File: config.mk
export PLATFORM = sky130hd
export DESIGN_NAME = saida_buffer
export DESIGN_NICKNAME = d
export VERILOG_FILES = /design/src/rtl/saida_buffer_pkg.sv /design/src/rtl/saida_change_det.sv /design/src/rtl/saida_buffer.sv
export SDC_FILE = /design/constraint.sdc
export NUM_CORES = 1
export LEC_CHECK = 0
export BUFFER_PORTS_ARGS = -buffer_cell sky130_fd_sc_hd__buf_2
export CORE_ASPECT_RATIO = 0.6
export CORE_MARGIN = 3
export CORE_UTILIZATION = 50
export CTS_CLUSTER_SIZE = 14
export DETAILED_ROUTE_END_ITERATION = 16
export PLACE_DENSITY = 0.68
export SLEW_MARGIN = 15
export SYNTH_ARGS = -nofsm -noshare
export SYNTH_HDL_FRONTEND = slang
export SYNTH_SLANG_ARGS = --single-unit
File: constraint.sdc
create_clock -name clk -period 4.9 [get_ports clk]
set_input_delay 0.98 -clock clk [delete_from_list [all_inputs] [get_ports clk]]
set_output_delay 0.98 -clock clk [all_outputs]
set_load 0.1 [all_outputs]
File: src/rtl/saida_buffer_pkg.sv
// Shared defaults and derived widths for the saida sample buffer.
package saida_buffer_pkg;

    localparam int SAIDA_WIDTH = 16;
    localparam int SAIDA_DEPTH = 8;
    localparam int SAIDA_PTR_W = $clog2(SAIDA_DEPTH);
    localparam int SAIDA_CNT_W = SAIDA_PTR_W + 1;

endpackage

File: src/rtl/saida_change_det.sv
// Qualifies a sample only when it differs from the last qualified one; the first sample after reset always qualifies.
// Zero latency (combinational qualify), no backpressure: dropped samples still update the last-sample register.
module saida_change_det #(
    parameter int WIDTH = 16
) (
    input  logic             clk,
    input  logic             rst_n,
    input  logic             in_valid,
    input  logic [WIDTH-1:0] in_data,
    output logic             qualified
);

    logic [WIDTH-1:0] last_sample;
    logic             armed;

    assign qualified = in_valid && (!armed || (in_data != last_sample));

    always_ff @(posedge clk) begin
        if (!rst_n) begin
            last_sample <= '0;
            armed       <= 1'b0;
        end else if (qualified) begin
            last_sample <= in_data;
            armed       <= 1'b1;
        end
    end

endmodule

File: src/rtl/saida_buffer.sv
// FIFO for the saida output stream; define SAIDA_BUFFER_CHANGE_DETECT_EN to store only changed samples.
// Head appears the cycle after the push (no bypass); when full, new samples are dropped and overflow sticks unless a pop frees a slot.
module saida_buffer
    import saida_buffer_pkg::*;
#(
    parameter int WIDTH = SAIDA_WIDTH,
    parameter int DEPTH = SAIDA_DEPTH
) (
    input  logic                    clk,
    input  logic                    rst_n,
    input  logic                    in_valid,
    input  logic [WIDTH-1:0]        in_data,
    output logic                    out_valid,
    input  logic                    out_ready,
    output logic [WIDTH-1:0]        out_data,
    output logic [$clog2(DEPTH):0]  count,
    output logic                    full,
    output logic                    overflow
);

    localparam int PW = $clog2(DEPTH);
    localparam int CW = PW + 1;

    logic [WIDTH-1:0] mem [DEPTH];
    logic [PW-1:0]    wr_ptr;
    logic [PW-1:0]    rd_ptr;
    logic [CW-1:0]    count_nxt;
    logic             qualified;
    logic             push;
    logic             pop;
    logic             drop;

`ifdef SAIDA_BUFFER_CHANGE_DETECT_EN
    saida_change_det #(
        .WIDTH(WIDTH)
    ) u_change_det (
        .clk      (clk),
        .rst_n    (rst_n),
        .in_valid (in_valid),
        .in_data  (in_data),
        .qualified(qualified)
    );
`else
    assign qualified = in_valid;
`endif

    assign out_valid = (count != '0);
    assign out_data  = mem[rd_ptr];

    always_comb begin
        pop       = out_valid && out_ready;
        push      = qualified && (!full || pop);
        drop      = qualified && full && !pop;
        count_nxt = count;
        case ({push, pop})
            2'b10:   count_nxt = count + 1'b1;
            2'b01:   count_nxt = count - 1'b1;
            default: count_nxt = count;
        endcase
    end

    // Storage is intentionally left uncleared by reset.
    always_ff @(posedge clk) begin
        if (rst_n && push) begin
            mem[wr_ptr] <= in_data;
        end
    end

    always_ff @(posedge clk) begin
        if (!rst_n) begin
            wr_ptr   <= '0;
            rd_ptr   <= '0;
            count    <= '0;
            full     <= 1'b0;
            overflow <= 1'b0;
        end else begin
            if (push) begin
                wr_ptr <= (wr_ptr == PW'(DEPTH - 1)) ? '0 : wr_ptr + 1'b1;
            end
            if (pop) begin
                rd_ptr <= (rd_ptr == PW'(DEPTH - 1)) ? '0 : rd_ptr + 1'b1;
            end
            count <= count_nxt;
            full  <= (count_nxt == CW'(DEPTH));
            if (drop) begin
                overflow <= 1'b1;
            end
        end
    end

endmodule

; Word level (Yosys, flattened, before mapping)
; Memory sizes are Yosys's and may differ from the RTL's. A register that Yosys moved wholly into a read port is not among the register bits.
; Index checks and enable logic that the tools add are counted.
[totals]
register_bits = 12
ramBits = 128
in_bits = 20
out_inout_bits = 23
elab_cells = 31
mem_count = 1
[classes]
n_addsub = 4
eq_ne = 5
mux = 7
n_reduce_logical = 9
[mem_list]
columns = memory, words, word_bits, read_ports, rd_clocked_by_memory_dff, wr, line_no
row1 = mem, 8, 16, 1, 1, 1, saida_buffer.sv:24  ; logic [WIDTH-1:0] mem [DEPTH];
[ops]
columns = operator, count
row1 = 3-bit two-way mux, 4
row2 = 4-bit case mux with 2 select lines, 1
row3 = 3-bit by 1-bit adder with 3-bit output (second input constant), 2
row4 = 3-bit == test (second input constant), 2
row5 = 1-bit logical AND, 5
row6 = 4-bit by 1-bit adder with 4-bit output (second input constant), 1
row7 = 4-bit == test (second input constant), 1
row8 = 4-bit nonzero test, 1
row9 = 4-bit by 1-bit subtractor with 4-bit output (second input constant), 1
row10 = 2-bit by 1-bit == test with 1-bit output (second input constant), 1
row11 = 2-bit == test (second input constant), 1
row12 = 1-bit zero test, 2
row13 = 1-bit two-way mux, 2
row14 = 1-bit logical OR, 1

; Longest topological paths before layout
; Gate-level depths: netlist (run 1).
[logic_depth]
depth_word = 7
ltp_mapped = 11
depth_no_buf = 10

; Worst setup path after synthesis (run 1)
; Ideal clock, no wire load.
[synth_path]
path_kind = reg-to-reg
start = register count[1]
end = memory mem[1][0], enable pin
setup_time_ps = 430
arrival_time_ps = 3271
required_time_ps = 4470
setup_slack_ps = 1199
stages_incl_launch_ff = 6
path_buffers = 1
synth_period_minus_slack_ps = 3701
path_cell_list = dfxtp_1 -> buf_2 -> o41ai_4 -> nand2_1 -> nand2_1 -> nor4_1
[synth_via]
elab_chain_len = 7
[synth_rtl]
columns = item, line_no
row1 = from (decl), saida_buffer.sv:16  ; output logic [$clog2(DEPTH):0] count,
row2 = from (signal assigned), saida_buffer.sv:83  ; count <= count_nxt;
row3 = 4-bit nonzero test, saida_buffer.sv:47  ; assign out_valid = (count != '0);
row4 = 1-bit logical AND, saida_buffer.sv:51  ; pop = out_valid && out_ready;
row5 = 1-bit logical OR, saida_buffer.sv:52  ; push = qualified && (!full || pop);
row6 = 1-bit logical AND, saida_buffer.sv:52
row7 = 1-bit logical AND, saida_buffer.sv:64  ; if (rst_n && push) begin
row8 = 1-bit two-way mux, saida_buffer.sv:64
row9 = 1-bit two-way mux (not written as such), saida_buffer.sv:65  ; mem[wr_ptr] <= in_data;
row10 = to (decl), saida_buffer.sv:24
; No other way between the ends.

==> results of run 1 <==
[flip-flops by register name, summed over array words and instances (netlist names), named ones only]
| register | cells |
|---|---|
| rd_ptr | 3 |
| count | 4 |
| full | 1 |
| mem | 128 |
| wr_ptr | 3 |
| overflow | 1 |
[worst max-delay path, cell delays in order, from the launching register on]
cell	delay, ns
dfxtp_2	0.60
buf_4	0.46
mux4_2	0.57
mux2_2	0.29
buf_2	0.29
[per-layer routing]
metal / vias up / wire length, um / GRT usage [%]
met3: 4 / 624 / 5.84
met2: 64 / 4650 / 26.3
met4: 0 / 36 / 7.16
met5: - / 0 / 0
li1: 1257 / - / -
met1: 1382 / 4850 / 25.3
[power by group through the flow]
stage          combinational [W]  sequential (W)  clock (W)
2_1_floorplan           0.000830         0.00153          0
3_3_place_gp             0.00103         0.00147          0
3_5_place_dp             0.00105         0.00147          0
4_1_cts                  0.00105         0.00145    0.00116
5_1_grt                  0.00109         0.00146    0.00122
6_report                 0.00104         0.00145    0.00113
[how the worst max path moves through the flow]
| stage | from | to | slack [ns] | cells past startpoint |
|---|---|---|---|---|
| 3_3_place_gp | out_ready | full | 1.65 | 11 |
| 3_5_place_dp | out_ready | full | 1.55 | 11 |
| 6_report | flop | out_data[11] | 1.29 | 4 |
| 4_1_cts | flop | out_data[11] | 1.21 | 4 |
| 5_1_grt | flop | out_data[11] | 1.11 | 4 |
| 2_1_floorplan | count[1] | mem[1][0] | 1.20 | 5 |
[per-stage QoR]
| stage | util [%] | hold slack, ns | instances | power [W] | cell area (um^2) |
|---|---|---|---|---|---|
| CTS | 60.9 | 0.485 | 490 | 0.00365 | 6540 |
| global placement | 56.0 | 0.454 | 458 | 0.00250 | 6020 |
| finish | 60.9 | 0.484 | 490 | 0.00362 | 6540 |
| detailed placement | 56.0 | 0.476 | 458 | 0.00252 | 6020 |
| floorplan | - | 0.454 | 279 | 0.00236 | 5590 |
| global route | 60.9 | 0.509 | 490 | 0.00377 | 6540 |
[logic make-up (layout without fill, tap and decap cells)]
| logic type | after synthesis | after routing | share of synthesized area [%] |
|---|---|---|---|
| xor+xnor | 3 | 3 | 0.470 |
| fa+ha+maj | 7 | 7 | 1.57 |
| simple gates | 44 | 44 | 3.78 |
| mux | 50 | 50 | 16.5 |
| compound gates | 17 | 17 | 2.37 |
| buf+inv | 15 | 87 | 1.25 |
| flops | 143 | 143 | 74.1 |
[placed cells by master, fill, tap and decap left out, types with 2 or more instances in the layout]
master     count
nor3_2         2
buf_4         10
mux2i_1        2
a21oi_1        6
xor2_1         2
buf_2         42
nand4b_1       2
nor2_1        13
dfxtp_1       14
clkinv_2       6
clkbuf_1       6
nor4_2         2
ha_1           7
nor2b_1        2
nor3_1         2
clkbuf_16     18
mux2_2        16
mux4_2        32
o21ai_0        4
edfxtp_1     128
nand3_1        3
nand2_1       13
inv_1          3
[final cells by class]
type	instances	share of cell area [%]
clock buffer	25	7.44
clock inverter	7	0.593
inverter	3	0.172
multi-input combinational	121	21.4
sequential	143	63.4
tap	139	2.66
timing repair buffer	52	4.36
==> reports/qor.txt, run 1 <==
vias in the first global route: 2764
# DRC: 0
register area: 4150 um^2
Final Hold Viols: 0
routed length per placed instance: 20.7 um
Synth Area per Inst: 20.0 um^2
Reg power frac: 40.0%
Hold Crit Class: flop to flop
register area share after synthesis: 74.1%
fin crit share: 73.6%
I/O Pins: 43
clock power share: 31.3%
Hold-fix buffers, CTS: 0
top-area cell type share of the netlist area: 68.7%
Max Slew Vio Count: 0
Synth async-reset ratio: 0%
# clock sinks: 143
GR Util All Layers: 17.9%
depth of the most critical reg-to-reg path: 10
Starting Density: 52.1%
Post-Syn Nets: 306
Distinct cells, synth: 34
TritonCTS Buffers: 17
final setup margin: 1.29 ns
die span in y: 87.9 um
Yosys warning count: 0
Slew @ Worst Pin: 0.923 ns
Filler cells: 758
die area: 12500 um^2
fmax: 0.277 GHz
post-DP HPWL: 6030 um
most common cell in the synthesized netlist: edfxtp_1
Post-Synthesis Cell Area: 5590 um^2
PD cells: 553 nW/um^2
layout cells sized above 1: 38.5%
# Post-CTS Setup Buffers: 0
Lkg Pwr: 2.22 nW
Final nets: 365
row count: 29
P_sw: 0.00125 W
total negative slack: 0 ns
Placer Congestion: 0.740
Clock Pin Slew Worst Setup and Hold Paths: 0.06 ns
EDFF count, synth: 128
grt ovf: 0
initial antenna violation count: 0
reg-to-reg startpoint: count[1]
CTS Buffer Depth: 2
hold_sp: overflow
clock skew: 0.0138 ns
ant diodes: 0
Syn-to-layout area delta: 17.0%
top post-synthesis cells by count: edfxtp_1 (128), mux4_2 (32), mux2_2 (16)
Peak VDD IR: 416 uV
largest cells by area after synthesis: edfxtp_1 (69%), mux4_2 (13%), dfxtp_1 (5.4%)
status: finished clean
hold path endpoint: overflow
post-CTS resize count: 0
number of stages on the worst hold path: 2
core footprint: 10700 um^2
Sw Share: 34.7%
largest net degree at the start of global routing: 33
first-pass GRT wire length: 15800 um
drt first pass iters: 4
Clock Latency Late Sink: 0.41 ns
r2r setup slk: 2.00 ns
total of max-cap violations: 0
via count: 2707
drt via density: 5.52
CP arrival: 2.63 ns
Logic pwr share: 28.7%
CTS tree: built
Die Width: 143 um
root buf cell: clkbuf_16
Post-Syn Instances: 279
Slew HR: 38.4%
Setup Slack @ Placement: 1.55 ns
Critical Path RT: 3.92 ns
cell taking the most area after synthesis: edfxtp_1
DRT iter0 DRCs: 177
Post-Route WL: 10200 um
area of the multi-input gates: 1400 um^2
IO buf count: 42
startpoint types: flop
Setup CP Type: flop to output pin
RSZ-0062 raised after global routing: no
fin crit period: 3.61 ns
Setup-failing EPs final: 0
Main synth FF type: edfxtp_1
H-tree level count: 4
antenna-violating nets left: 0
Max FO, Critical Path: 20
RR Endpoint: full
register bit total from synthesis: 143
P_int: 0.00236 W
CP endpoint kind: output pin
No activity file was read; power rests on OpenSTA's default activity.
==> inputs of run 2 (changes only) <==
- PLACE_DENSITY: 0.68 -> 0.71
- clock period: 4.9 -> 3.3 ns (I/O delays scaled with it)
==> run 2 against run 1 <==
Against the previous run:
- clock skew fell by 0.0048 ns
- design area increased by 0.96%
- die area stayed put
- highest routed layer unchanged
- routed wire length is 3.8% lower
- critical path depth unchanged
==> reports/qor.txt, run 2 (same netlist as run 1, synthesis figures left out) <==
fmax: 0.355 GHz
root buf cell: clkbuf_16
first-pass GRT wire length: 15300 um (-3.2%)
clock skew: 0.00901 ns (-0.00482 ns)
Sw Share: 33.9% (-0.80 points)
fin crit share: 85.3%
GR Util All Layers: 17.3% (-0.66 points)
post-DP HPWL: 5880 um (-2.5%)
status: finished clean
# clock sinks: 143 (unchanged)
Hold Crit Class: flop to flop
Post-Route WL: 9780 um (-3.8%)
Critical path buffers and inverters: 2 (unchanged)
P_int: 0.00360 W (+52%)
# DRC: 0 (unchanged)
Filler cells: 768 (+1.3%)
Critical Path RT: 2.64 ns (-1.28 ns)
Final Hold Viols: 0 (unchanged)
non-filler cells, final: 493 (+0.61%)
Max FO, Critical Path: 32 (+60%)
drt first pass iters: 4 (unchanged)
Max Slew Vio Count: 0 (unchanged)
Global Route met2 Usage: 26.9% (+0.60 points)
Setup CP Type: flop to output pin
Max stage delay on crit path: 0.55 ns (-0.05 ns)
crit path cell chain: buf_12 -> mux4_2 -> mux2_2 -> buf_2
total of max-cap violations: 0 (unchanged)
Hold-fix buffers, CTS: 0 (unchanged)
GR met3 Demand/Resource: 6.11% (+0.27 points)
Final nets: 367 (+0.55%)
Clock Latency Late Sink: 0.41 ns (about the same)
TritonCTS Buffers: 17 (unchanged)
H-tree level count: 4 (unchanged)
initial antenna violation count: 0 (unchanged)
total negative slack: 0 ns (unchanged)
Placer Congestion: 0.775 (+4.8%)
Clock Pin Slew Worst Setup and Hold Paths: 0.05 ns (about the same)
row count: 29 (unchanged)
die span in y: 87.9 um (unchanged)
CTS tree: built
I/O Pins: 43 (unchanged)
via count: 2738 (+1.1%)
startpoint types: flop
reg-to-reg startpoint: count[2]
PD cells: 825 nW/um^2 (+49%)
post-CTS resize count: 0 (unchanged)
worst-path cell with the longest stage delay: mux4_2
clock power share: 31.9% (+0.6 points)
IO buf count: 42 (unchanged)
CP endpoint kind: output pin
Slew HR: 67.0% (+29 points)
max FFs per register: 128 (unchanged)
Logic pwr share: 29.2% (+0.5 points)
Syn-to-layout area delta: 18.1%
DP Area: 6060 um^2 (+0.77%)
Lkg Pwr: 2.23 nW (+0.79%)
layout cells sized above 1: 38.2% (-0.22 points)
Biggest register: mem
Peak VDD IR: 416 uV (about the same)
Starting Density: 52.1% (unchanged)
die area: 12500 um^2 (unchanged)
core footprint: 10700 um^2 (unchanged)
grt peak-use layer: met2
fin crit period: 2.81 ns
final setup margin: 0.485 ns (-0.806 ns)
# Post-CTS Setup Buffers: 0 (unchanged)
hold_sp: rd_ptr[2]
antenna-violating nets left: 0 (unchanged)
met1 Usage GRT: 23.1% (-2.1 points)
largest net degree at the start of global routing: 33 (unchanged)
Setup-failing EPs final: 0 (unchanged)
Min Hold Slack: 0.479 ns (-0.00509 ns)
RSZ-0062 raised after global routing: no
DRT iter0 DRCs: 176 (-0.56%)
most frequent cells in the layout: edfxtp_1 (128), buf_2 (42), mux4_2 (32)
grt ovf: 0 (unchanged)
CP arrival: 2.15 ns (-0.48 ns)
Largest regs: mem: 128 flops, count: 4 flops
vias in the first global route: 2853 (+3.2%)
routed length per placed instance: 19.8 um (-4.4%)
commonest non-fill, non-tap cell in the layout: edfxtp_1
Setup Slack @ Placement: 0.494 ns (-1.06 ns)
CTS Buffer Depth: 2 (unchanged)
Slew @ Worst Pin: 0.499 ns (-0.424 ns)
Crit path max-delay family: multiplexers
Die Width: 143 um (unchanged)
drt via density: 5.55 (+0.53%)
Reg power frac: 38.9% (-1.1 points)
P_sw: 0.00185 W (+47%)
placed instance count: 460 (+0.44%)
post-route cell area: 6610 um^2 (+0.96%)
[run 2: power by group through the flow]
stage          combinational, W  clock (W)  sequential, W
2_1_floorplan           0.00123          0        0.00227
3_3_place_gp            0.00159          0        0.00215
3_5_place_dp            0.00161          0        0.00215
4_1_cts                 0.00161    0.00178        0.00212
5_1_grt                 0.00169    0.00186        0.00213
6_report                0.00159    0.00174        0.00212
[run 2: through the flow]
stage / power (W) / utilization [%]
after detailed placement: 0.00376 / 56.5
after global routing: 0.00568 / 61.5
after floorplan: 0.00351 / -
final: 0.00545 / 61.5
after global placement: 0.00374 / 56.5
after CTS: 0.00551 / 61.5
[run 2: cell type report]
| cell class | instances | area [um^2] | area share (%) |
|---|---|---|---|
| tap | 139 | 174 | 2.63 |
| clock buffer | 22 | 444 | 6.72 |
| timing repair buffer | 54 | 313 | 4.74 |
| sequential | 143 | 4150 | 62.8 |
| inverter | 3 | 11.3 | 0.170 |
| antenna | 1 | 2.50 | 0.0379 |
| multi-input combinational | 121 | 1420 | 21.5 |
| clock inverter | 10 | 95.1 | 1.44 |
[run 2: path summary, 6_finish.rpt]
check             slack, ns  cells past startpoint          end
hold reg to reg        0.48                      2         flop
setup reg to reg       0.50                     11         full
hold / removal         0.48                      2         flop
setup / recovery       0.49                      4  out_data[2]
[run 2: layer usage]
layer / wire length (um) / vias up
li1: - / 1260
met1: 4460 / 1396
met2: 4700 / 74
met3: 531 / 8
met4: 87 / 0
met5: 0 / -
[run 2: worst reg2reg max path, cell delays in order, from the launching register on]
cell and delay [ns]:
dfxtp_1 0.40, o41ai_4 0.55, a21boi_1 0.12, buf_4 0.17
inv_1 0.08, ha_1 0.28, xor2_1 0.11, ha_1 0.19
a21oi_1 0.15, mux2i_1 0.23, xnor2_1 0.11, a2111oi_2 0.30
==> inputs of run 3 (changes only) <==
- ABC_AREA: not set -> 1
- CAP_MARGIN: not set -> 20
==> run 3 against run 2 <==
Against the previous run:
- non-clock buffer count did not move
- routed wire length rose by 27%
- area after synthesis rose by 3.0%
- sequential share of layout area fell by 3.3 points
- critical path type unchanged
- largest cell class unchanged
- highest routed layer unchanged
==> reports/qor.txt, run 3 <==
RR Endpoint: full
Final nets: 562 (+53%)
status: finished clean
non-filler cells, final: 687 (+39%)
RSZ-0062 raised after global routing: no
drt first pass iters: 5 (+1)
die span in y: 89.2 um (+1.4%)
Max FO, Critical Path: 24 (-25%)
Syn-to-layout area delta: 21.0%
Die Width: 145 um (+1.4%)
Post-Syn Instances: 483 (+73%)
Hold-fix buffers, CTS: 0 (unchanged)
largest cells by area after synthesis: edfxtp_1 (67%), nor2_1 (7.0%), dfxtp_1 (5.2%)
root buf cell: clkbuf_16
Min Hold Slack: 0.475 ns (-0.00394 ns)
Setup CP Type: flop to output pin
depth of the most critical reg-to-reg path: 15 (+4)
I/O Pins: 43 (unchanged)
most common cell in the synthesized netlist: edfxtp_1
first-pass GRT wire length: 19700 um (+29%)
Max Slew Vio Count: 0 (unchanged)
clock skew: 0.00945 ns (+0.000445 ns)
register area share after synthesis: 71.9% (-2.2 points)
fmax: 0.336 GHz (-5.4%)
startpoint types: flop
max FFs per register: 128 (unchanged)
antenna-violating nets left: 0 (unchanged)
Biggest register: mem
final core occ: 64.1% (+2.6 points)
initial antenna violation count: 0 (unchanged)
Clock Pin Slew Worst Setup and Hold Paths: 0.06 ns (about the same)
top-area cell type share of the netlist area: 66.7% (-2.0 points)
placed instance count: 655 (+42%)
Setup Slack @ Placement: 0.746 ns (+0.252 ns)
CTS Buffer Depth: 2 (unchanged)
Hold Crit Class: flop to flop
DRT iter0 DRCs: 310 (+76%)
core footprint: 10900 um^2 (+1.4%)
Lkg Pwr: 2.60 nW (+16%)
commonest non-fill, non-tap cell in the layout: edfxtp_1
Post-Syn Nets: 510 (+67%)
register bit total from synthesis: 143 (unchanged)
Clock Latency Late Sink: 0.42 ns (about the same)
reg-to-reg startpoint: count[1]
Final Hold Viols: 0 (unchanged)
largest net degree at the start of global routing: 65 (+97%)
number of stages on the worst hold path: 2 (unchanged)
Peak VDD IR: 711 uV (+71%)
Synth async-reset ratio: 0% (unchanged)
H-tree level count: 4 (unchanged)
cell taking the most area after synthesis: edfxtp_1
CTS tree: built
GR Util All Layers: 20.9% (+3.7 points)
final setup margin: 0.324 ns (-0.161 ns)
fin crit period: 2.98 ns (+0.161 ns)
die area: 12900 um^2 (+2.8%)
Critical Path RT: 2.64 ns (about the same)
drt via density: 5.47 (-1.5%)
total of max-cap violations: 0 (unchanged)
IO buf count: 42 (unchanged)
hold path endpoint: overflow
Slew HR: 49.8% (-17 points)
top post-synthesis cells by count: edfxtp_1 (128), nor2_1 (107), nand2_1 (64)
layout cells sized above 1: 16.8% (-21 points)
Synth Area per Inst: 11.9 um^2 (-40%)
Distinct cells, synth: 27 (-21%)
routed length per placed instance: 18.1 um (-8.6%)
PD cells: 1060 nW/um^2 (+28%)
grt ovf: 0 (unchanged)
hold_sp: overflow
ant diodes: 0 (-1)
post-CTS resize count: 0 (unchanged)
EDFF count, synth: 128 (unchanged)
Largest regs: mem: 128 flops, count: 4 flops
Placer Congestion: 0.788 (+1.7%)
Yosys warning count: 0 (unchanged)
Starting Density: 52.9% (+0.86 points)
total negative slack: 0 ns (unchanged)
Main synth FF type: edfxtp_1
# Post-CTS Setup Buffers: 0 (unchanged)
most frequent cells in the layout: edfxtp_1 (128), nor2_1 (107), nand2_1 (64)
row count: 29 (unchanged)
post-DP HPWL: 7180 um (+22%)
TritonCTS Buffers: 17 (unchanged)
CP endpoint kind: output pin
# DRC: 0 (unchanged)
vias in the first global route: 3770 (+32%)
CP arrival: 2.32 ns (+0.17 ns)
Slew @ Worst Pin: 0.752 ns (+0.253 ns)
via count: 3759 (+37%)
r2r setup slk: 1.03 ns (+0.53 ns)
Post-Synthesis Cell Area: 5760 um^2 (+3.0%)
fin crit share: 90.2% (+4.9 points)
Post-Route WL: 12500 um (+27%)
Setup-failing EPs final: 0 (unchanged)
# clock sinks: 143 (unchanged)
run 3: cell types whose count changed after synthesis, sizes merged, moves of 13 or more:
cell,before,now
a21oi,6,19
a31oi,1,17
inv,3,19
mux2,16,0
mux4,32,0
nand2,13,68
nor2,13,108
o21ai,4,72
run 3: power by group:
| part | leakage, nW | total [W] | switching (W) | internal, W |
|---|---|---|---|---|
| clock | 0.304 | 0.00202 | 0.000699 | 0.00133 |
| combinational | 1.02 | 0.00314 | 0.00223 | 0.000903 |
| sequential | 1.28 | 0.00221 | 0.000122 | 0.00209 |
| total | 2.60 | 0.00737 | 0.00305 | 0.00432 |
run 3: area by class of cell:
type,instances,area [um^2]
sequential,143,4150
inverter,19,78.8
fill,799,3910
multi-input combinational,300,1400
clock buffer,18,429
clock inverter,14,196
timing repair buffer,54,553
tap,139,174
run 3: metal layers:
layer  routed length (um)  up-vias  global-route usage, %
met2                 5640      137                   31.0
met4                  185        0                   7.96
met3                  906       19                   6.36
li1                     -     1808                      -
met1                 5720     1795                   29.5
met5                    0        -                      0
run 3: how the worst max path moves through the flow:
stage                   from     endpoint  slack [ns]  depth (start not counted)
floorplan           count[2]    mem[1][0]         0.1                          8
global placement        flop  out_data[2]        0.80                          3
detailed placement      flop  out_data[2]        0.75                          3
CTS                     flop  out_data[1]        0.27                          6
global route            flop  out_data[9]        0.15                          6
finish                  flop  out_data[6]        0.32                          6
run 3: stage by stage:
step           total power [W]  cell area (um^2)
2_1_floorplan          0.00443              5760
3_3_place_gp           0.00533              6350
3_5_place_dp           0.00537              6350
4_1_cts                0.00740              6970
5_1_grt                0.00767              6970
6_report               0.00737              6970
run 3: cell families after synthesis:
kind of cell	after synthesis	share of synthesized area, %
AOI/OAI and AO/OA	110	10.0
xor gates and xnor gates	2	0.304
adders and majority gates	7	1.52
buffers and inverters	40	3.84
DFF	143	71.9
and+or+nand+nor	181	12.4
run 3: worst max-delay path: stages, from the launching register on:
cell and delay (ns):
dfxtp_1 0.57, buf_4 0.37, o21ai_0 0.15, o21ai_1 0.19, a21oi_1 0.08, a31oi_1 0.31
buf_12 0.22
